### src/rtl/dram_fifo_ctrl_if.sv
// -----------------------------------------------------------------------------
// dram_fifo_ctrl_if
//
// Purpose: bundles the producer-side and consumer-side stream handshakes of
// dram_fifo_ctrl into one interface.
//
// Handshake semantics (both streams): a word moves on a rising clock edge
// exactly when valid and ready are both 1 in the cycle before that edge.
// Once the source raises valid it holds valid and data stable until ready.
// The FIFO never drops m_valid except through a read, a flush or a reset.
//
// Signals:
//   s_valid  producer data valid
//   s_ready  FIFO can accept a word
//   s_data   producer data word
//   m_valid  head word available
//   m_ready  consumer accepts the head word
//   m_data   head word
//
// Modports:
//   master - the FIFO controller side (drives s_ready, m_valid, m_data)
//   slave  - the environment side (drives s_valid, s_data, m_ready)
// -----------------------------------------------------------------------------
interface dram_fifo_ctrl_if #(
    parameter int BIT_WIDTH = 32
);
    logic                 s_valid;
    logic                 s_ready;
    logic [BIT_WIDTH-1:0] s_data;
    logic                 m_valid;
    logic                 m_ready;
    logic [BIT_WIDTH-1:0] m_data;

    modport master (
        input  s_valid,
        input  s_data,
        input  m_ready,
        output s_ready,
        output m_valid,
        output m_data
    );

    modport slave (
        output s_valid,
        output s_data,
        output m_ready,
        input  s_ready,
        input  m_valid,
        input  m_data
    );
endinterface

### src/rtl/dram_fifo_ctrl.sv
// -----------------------------------------------------------------------------
// dram_fifo_ctrl
//
// Purpose: controller for a first-word-fall-through FIFO built around an
// external simple-dual-port distributed RAM (synchronous write, asynchronous
// read). The controller owns the read/write pointers, full/empty decode, both
// stream handshakes and a single-cycle synchronous flush. The RAM sits beside
// this block at the parent level.
//
// Optional feature macro: FIFO_LEVEL_EN
//   defined   -> adds the 'level' occupancy output (wr_ptr - rd_ptr)
//   undefined -> no level port and no subtractor; all else identical
//
// Parameters:
//   FIFO_SIZE  number of RAM entries (power of two, >= 2)
//   BIT_WIDTH  data width
//
// Ports:
//   clk        clock, all logic on the rising edge
//   rst        synchronous active-high reset (priority over clr)
//   clr        synchronous flush, empties the FIFO in one cycle
//   bus        stream interface (master modport): s_valid/s_ready/s_data,
//              m_valid/m_ready/m_data
//   full       FIFO holds FIFO_SIZE words
//   empty      FIFO holds no words
//   ram_we     RAM write enable
//   ram_waddr  RAM write address (MSB always 0)
//   ram_raddr  RAM read address (MSB always 0)
//   ram_din    RAM write data (= s_data)
//   ram_dout   RAM asynchronous read data
//   level      occupancy 0..FIFO_SIZE (FIFO_LEVEL_EN only)
// -----------------------------------------------------------------------------
module dram_fifo_ctrl #(
    parameter int FIFO_SIZE = 16,
    parameter int BIT_WIDTH = 32,
    localparam int AW       = $clog2(FIFO_SIZE)
) (
    input  logic                 clk,
    input  logic                 rst,
    input  logic                 clr,
    dram_fifo_ctrl_if.master     bus,
    output logic                 full,
    output logic                 empty,
    output logic                 ram_we,
    output logic [AW:0]          ram_waddr,
    output logic [AW:0]          ram_raddr,
    output logic [BIT_WIDTH-1:0] ram_din,
    input  logic [BIT_WIDTH-1:0] ram_dout
`ifdef FIFO_LEVEL_EN
    ,
    output logic [AW:0]          level
`endif
);

    localparam logic [AW:0] PTR_ONE = (AW+1)'(1);

    // Pointers carry one extra wrap bit so that "same index, different lap"
    // distinguishes full from empty without a separate counter.
    logic [AW:0] wr_ptr_q;
    logic [AW:0] wr_ptr_d;
    logic [AW:0] rd_ptr_q;
    logic [AW:0] rd_ptr_d;

    logic ptr_eq;
    logic full_raw;
    logic wr_fire;
    logic rd_fire;

    // -------------------------------------------------------------------------
    // Flag decode from registered pointers only.
    // While rst is high the flags are forced to their reset values, so a
    // mid-operation reset shows empty/not-full immediately rather than after
    // the pointers clear on the edge.
    // -------------------------------------------------------------------------
    assign ptr_eq   = (wr_ptr_q == rd_ptr_q);
    assign full_raw = (wr_ptr_q[AW] != rd_ptr_q[AW]) &&
                      (wr_ptr_q[AW-1:0] == rd_ptr_q[AW-1:0]);

    assign empty = rst || ptr_eq;
    assign full  = !rst && full_raw;

    assign bus.s_ready = !full_raw && !rst;
    assign bus.m_valid = !ptr_eq && !rst;

    // Flush wins over both handshakes in its cycle.
    assign wr_fire = bus.s_valid && bus.s_ready && !clr;
    assign rd_fire = bus.m_valid && bus.m_ready && !clr;

    // -------------------------------------------------------------------------
    // RAM side. The read port is asynchronous, so the head word is simply the
    // RAM output at the current read index (first-word-fall-through).
    // -------------------------------------------------------------------------
    assign ram_we     = wr_fire;
    assign ram_waddr  = {1'b0, wr_ptr_q[AW-1:0]};
    assign ram_raddr  = {1'b0, rd_ptr_q[AW-1:0]};
    assign ram_din    = bus.s_data;
    assign bus.m_data = ram_dout;

`ifdef FIFO_LEVEL_EN
    // Modulo subtraction of the wrap-extended pointers yields 0..FIFO_SIZE.
    assign level = rst ? '0 : (wr_ptr_q - rd_ptr_q);
`endif

    // -------------------------------------------------------------------------
    // Next-state pointers.
    // A flush moves rd_ptr onto the current wr_ptr, which makes the FIFO
    // empty; RAM contents are left alone and become unreachable.
    // -------------------------------------------------------------------------
    always_comb begin
        wr_ptr_d = wr_ptr_q;
        rd_ptr_d = rd_ptr_q;
        if (clr) begin
            rd_ptr_d = wr_ptr_q;
        end else begin
            if (wr_fire) begin
                wr_ptr_d = wr_ptr_q + PTR_ONE;
            end
            if (rd_fire) begin
                rd_ptr_d = rd_ptr_q + PTR_ONE;
            end
        end
    end

    always_ff @(posedge clk) begin
        if (rst) begin
            wr_ptr_q <= '0;
            rd_ptr_q <= '0;
        end else begin
            wr_ptr_q <= wr_ptr_d;
            rd_ptr_q <= rd_ptr_d;
        end
    end

endmodule

### src/flat_wrapper.sv
// flat-port wrapper written by rule: the top's interface ports become plain ports
module dram_fifo_ctrl_flat 
#(
    parameter int FIFO_SIZE = 16,
    parameter int BIT_WIDTH = 32,
    localparam int AW       = $clog2(FIFO_SIZE)
)
  (clk, rst, clr, full, empty, ram_we, ram_waddr, ram_raddr, ram_din, ram_dout, bus_s_valid, bus_s_data, bus_m_ready, bus_s_ready, bus_m_valid, bus_m_data);
  dram_fifo_ctrl_if #(.BIT_WIDTH(BIT_WIDTH)) bus_i ();
  input  logic clk;
  input  logic rst;
  input  logic clr;
  output logic full;
  output logic empty;
  output logic ram_we;
  output logic [AW:0] ram_waddr;
  output logic [AW:0] ram_raddr;
  output logic [BIT_WIDTH-1:0] ram_din;
  input  logic [BIT_WIDTH-1:0] ram_dout;
  input wire logic [$bits(bus_i.s_valid)-1:0] bus_s_valid;
  input wire logic [$bits(bus_i.s_data)-1:0] bus_s_data;
  input wire logic [$bits(bus_i.m_ready)-1:0] bus_m_ready;
  output wire logic [$bits(bus_i.s_ready)-1:0] bus_s_ready;
  output wire logic [$bits(bus_i.m_valid)-1:0] bus_m_valid;
  output wire logic [$bits(bus_i.m_data)-1:0] bus_m_data;
  assign bus_i.s_valid = bus_s_valid;
  assign bus_i.s_data = bus_s_data;
  assign bus_i.m_ready = bus_m_ready;
  assign bus_s_ready = bus_i.s_ready;
  assign bus_m_valid = bus_i.m_valid;
  assign bus_m_data = bus_i.m_data;
  dram_fifo_ctrl #(.FIFO_SIZE(FIFO_SIZE), .BIT_WIDTH(BIT_WIDTH)) u_core (.clk(clk), .rst(rst), .clr(clr), .bus(bus_i), .full(full), .empty(empty), .ram_we(ram_we), .ram_waddr(ram_waddr), .ram_raddr(ram_raddr), .ram_din(ram_din), .ram_dout(ram_dout));
endmodule
### config.mk
export PLATFORM = sky130hd
export DESIGN_NAME = dram_fifo_ctrl_flat
export DESIGN_NICKNAME = d
export VERILOG_FILES = /design/src/rtl/dram_fifo_ctrl_if.sv /design/src/rtl/dram_fifo_ctrl.sv /design/src/flat_wrapper.sv
export SDC_FILE = /design/constraint.sdc
export NUM_CORES = 1
export LEC_CHECK = 0
export ABC_AREA = 1
export CORE_MARGIN = 5
export CORE_UTILIZATION = 30
export DETAILED_ROUTE_END_ITERATION = 6
export GPL_TIMING_DRIVEN = 1
export PLACE_DENSITY = 0.95
export REMOVE_ABC_BUFFERS = 1
export SETUP_SLACK_MARGIN = 0.5
export SYNTH_ARGS = -nofsm -noshare
export SYNTH_HDL_FRONTEND = slang
export SYNTH_SLANG_ARGS = --single-unit
### constraint.sdc
create_clock -name clk -period 2.3 [get_ports clk]
set_clock_uncertainty 0.1 [all_clocks]
set_input_delay 0.345 -clock clk [delete_from_list [all_inputs] [get_ports clk]]
set_output_delay 0.345 -clock clk [all_outputs]
set_load 0.005 [all_outputs]
==> flow_metrics.py <==
metrics = {
    "timing": {
        "finalMaxSlewViolations": 0,
        "rsz0062_at_grt": "true",
        "final-setup-viol-count": 0,
        "timing.fmax_ghz": 0.5439,
        "period_minus_slack_ps": 1839,
        "setup_tns_ps": 0,
        "setup_slack_ps": 461.4,
        "finalCritPeriodShare_pct": 79.94,
        "hold_viol_final": 0,
    },
    "power": {
        "ir_drop_v": 0.0001840,
        "power_density_nw_per_um2": 453.4,
        "p_leak_nw": 0.5797,
    },
    "floorplanning": {
        "die_w_um": 75.38,
        "start_util_pct": 31.38,
        "die_area_um2": 5682,
        "coreArea_um2": 4086,
        "io_pins": 148,
        "rows": 23,
        "die_h_um": 75.38,
    },
    "cells_and_area": {
        "layout-drive-gt1-share_pct": 46.54,
        "final_nets": 231,
        "layout_commonest_cell": "nand2_1",
        "area_delta_synth_final_pct": 1.170,
        "final_cell_mix": "nand2_1 (20), buf_4 (19), nor2_1 (12)",
        "stdcell_count": 209,
        "num_antenna_cells": 0,
        "final_area_um2": 1297,
        "fin_util_pct": 31.75,
        "n_fill_cell": 458,
    },
    "clock_tree": {
        "hold_buffers": 0,
        "clock_path_buffers": 2,
        "cts_tree": "built",
        "clock-root-buffer": "clkbuf_8",
        "cts_made_buffers": 3,
        "cts.sinks": 10,
        "clk_latency_ps": 240,
        "h-tree-depth": 1,
        "clk_pin_slew_ps": 50,
    },
    "route": {
        "wl_mm": 7.202,
        "avgRoutedWirePerCell_um": 34.46,
        "antenna_left": 0,
        "via_per_inst": 5.048,
        "drtPass1Iterations": 4,
        "remaining_drc_errors": 0,
        "dr_total_vias": 1055,
        "drt_iter0_markers": 62,
    },
    "place": {
        "gp_congestion": 0.9441,
        "place_inst": 187,
        "dp_hpwl_mm": 6.199,
        "post_dp_cell_area_um2": 998.5,
        "io_buffer_count": 17,
        "post-place-ws_ps": 195.3,
    },
    "yosys": {
        "synth_seq_cells": 10,
        "synth_warnings": 0,
        "synth_area_um2": 1282,
        "yosys-top-cells-area": "buf_4 (43%), dfxtp_1 (16%), nand2_1 (9.1%), inv_1 (3.8%), nor2_1 (3.8%)",
        "synth_top_area_share_pct": 43.32,
        "syn_inst": 189,
        "postSynthAreaPerCell_um2": 6.786,
        "synth.largest_area_cell": "buf_4",
        "yosysSeqAreaShare_pct": 15.61,
        "yosysUniqueCellTypes": 25,
    },
    "global_route": {
        "track_usage_pct": 24.52,
        "use_met1_pct": 12.35,
        "grt-ovfl-total": 0,
        "grtUsageMet3_pct": 39.31,
        "grt_pass1_vias": 990,
        "grt_antenna_before_repair": 0,
        "grt_use_met2_pct": 37.01,
        "gr-max-usage-layer": "met3",
        "grt_first_pass_wirelength_mm": 8.832,
        "grt_max_degree": 12,
    },
    "setup_path": {
        "critical_path_class": "reg -> out",
        "end_kind": "primary output",
        "start_kind": "flop",
        "cp.arrival_ps": 1390,
        "cp_max_fo": 4,
        "crit_required_ps": 1860,
    },
    "status": {
        "status": "completed",
    },
    "flow_run": {
        "maxCapViolCount": 0,
    },
    "min_path": {
        "worstHoldPathType": "reg -> reg",
    },
}
==> flip-flops by register name, indices dropped and copies added (netlist names) <==
name,flops
u_core.rd_ptr_q,5
u_core.wr_ptr_q,5
==> per-stage QoR <==
stage	hold slack, ps	total power [W]
floorplan	314.1	0.0002565
global placement	399.0	0.0003129
detailed placement	406.0	0.0003148
CTS	433.4	0.0005756
global route	447.5	0.0006180
finish	436.5	0.0005883
==> routing by layer <==
metal	part of all wire (%)	up-vias
li1	-	447
met1	16	430
met2	42	161
met3	37	15
met4	3.8	2
met5	0.49	-
==> kinds of logic (layout without fill, tap and decap cells) <==
kind of cell | count (synthesis) | after routing | share of synthesized area, %
compound gates | 13 | 13 | 5.561
simple gates | 64 | 64 | 24.59
buf+inv | 96 | 65 | 49.95
fa+ha+maj | 2 | 2 | 1.951
flops | 10 | 10 | 15.61
other cells | 1 | 2 | 0.2924
xor+xnor | 3 | 3 | 2.049
==> cells in the mapped netlist (all sizes together) <==
library cell	n
xnor2	1
o21ai	6
inv	16
buf	76
nand2	33
o22ai	1
ha	2
conb	1
clkinv	4
nand4	3
nor2	17
nand3	11
xor2	2
a21oi	4
dfxtp	10
o21bai	2
==> where the power goes <==
group / switching (W) / internal [W] / leakage [nW] / total [W]
registers: 0.0000106 / 0.000177 / 0.0872 / 0.000187
logic: 0.0000859 / 0.0000900 / 0.464 / 0.000176
clock network: 0.0000743 / 0.000151 / 0.0288 / 0.000225
==> final cells by class <==
cell class / instances / area (um2) / area share [%]
clock buffer: 4 / 55.05 / 4.243
inverter: 20 / 77.57 / 5.979
multi-input combinational: 84 / 516.7 / 39.83
sequential: 10 / 230.2 / 17.74
tap: 50 / 62.56 / 4.822
timing repair buffer: 41 / 355.3 / 27.39
==> repair_timing <==
action | in CTS | in global routing
setup buffers | 15 | 3
gates resized for setup | 58 | 12
setup endpoints to repair | 5 | 4
pin swaps | 8 | 8
==> final timing paths <==
kind,start,end,slack (ps),depth (start not counted)
max,u_core.rd_ptr_q[1],ram_we,460,9
max reg2reg,u_core.rd_ptr_q[1],u_core.rd_ptr_q[1],750,11
min,u_core.rd_ptr_q[4],u_core.rd_ptr_q[4],440,2
min reg2reg,u_core.rd_ptr_q[4],u_core.rd_ptr_q[4],440,2
==> worst max-delay path: stages, from the launching register on <==
cell,delay (ps)
dfxtp_4,370
inv_2,50
nand2_2,60
nand2_2,60
nor2_4,170
nand3_4,110
buf_6,130
nand4_4,60
inv_2,40
buf_6,100
Note: power is estimated with default switching activity, not from simulation.
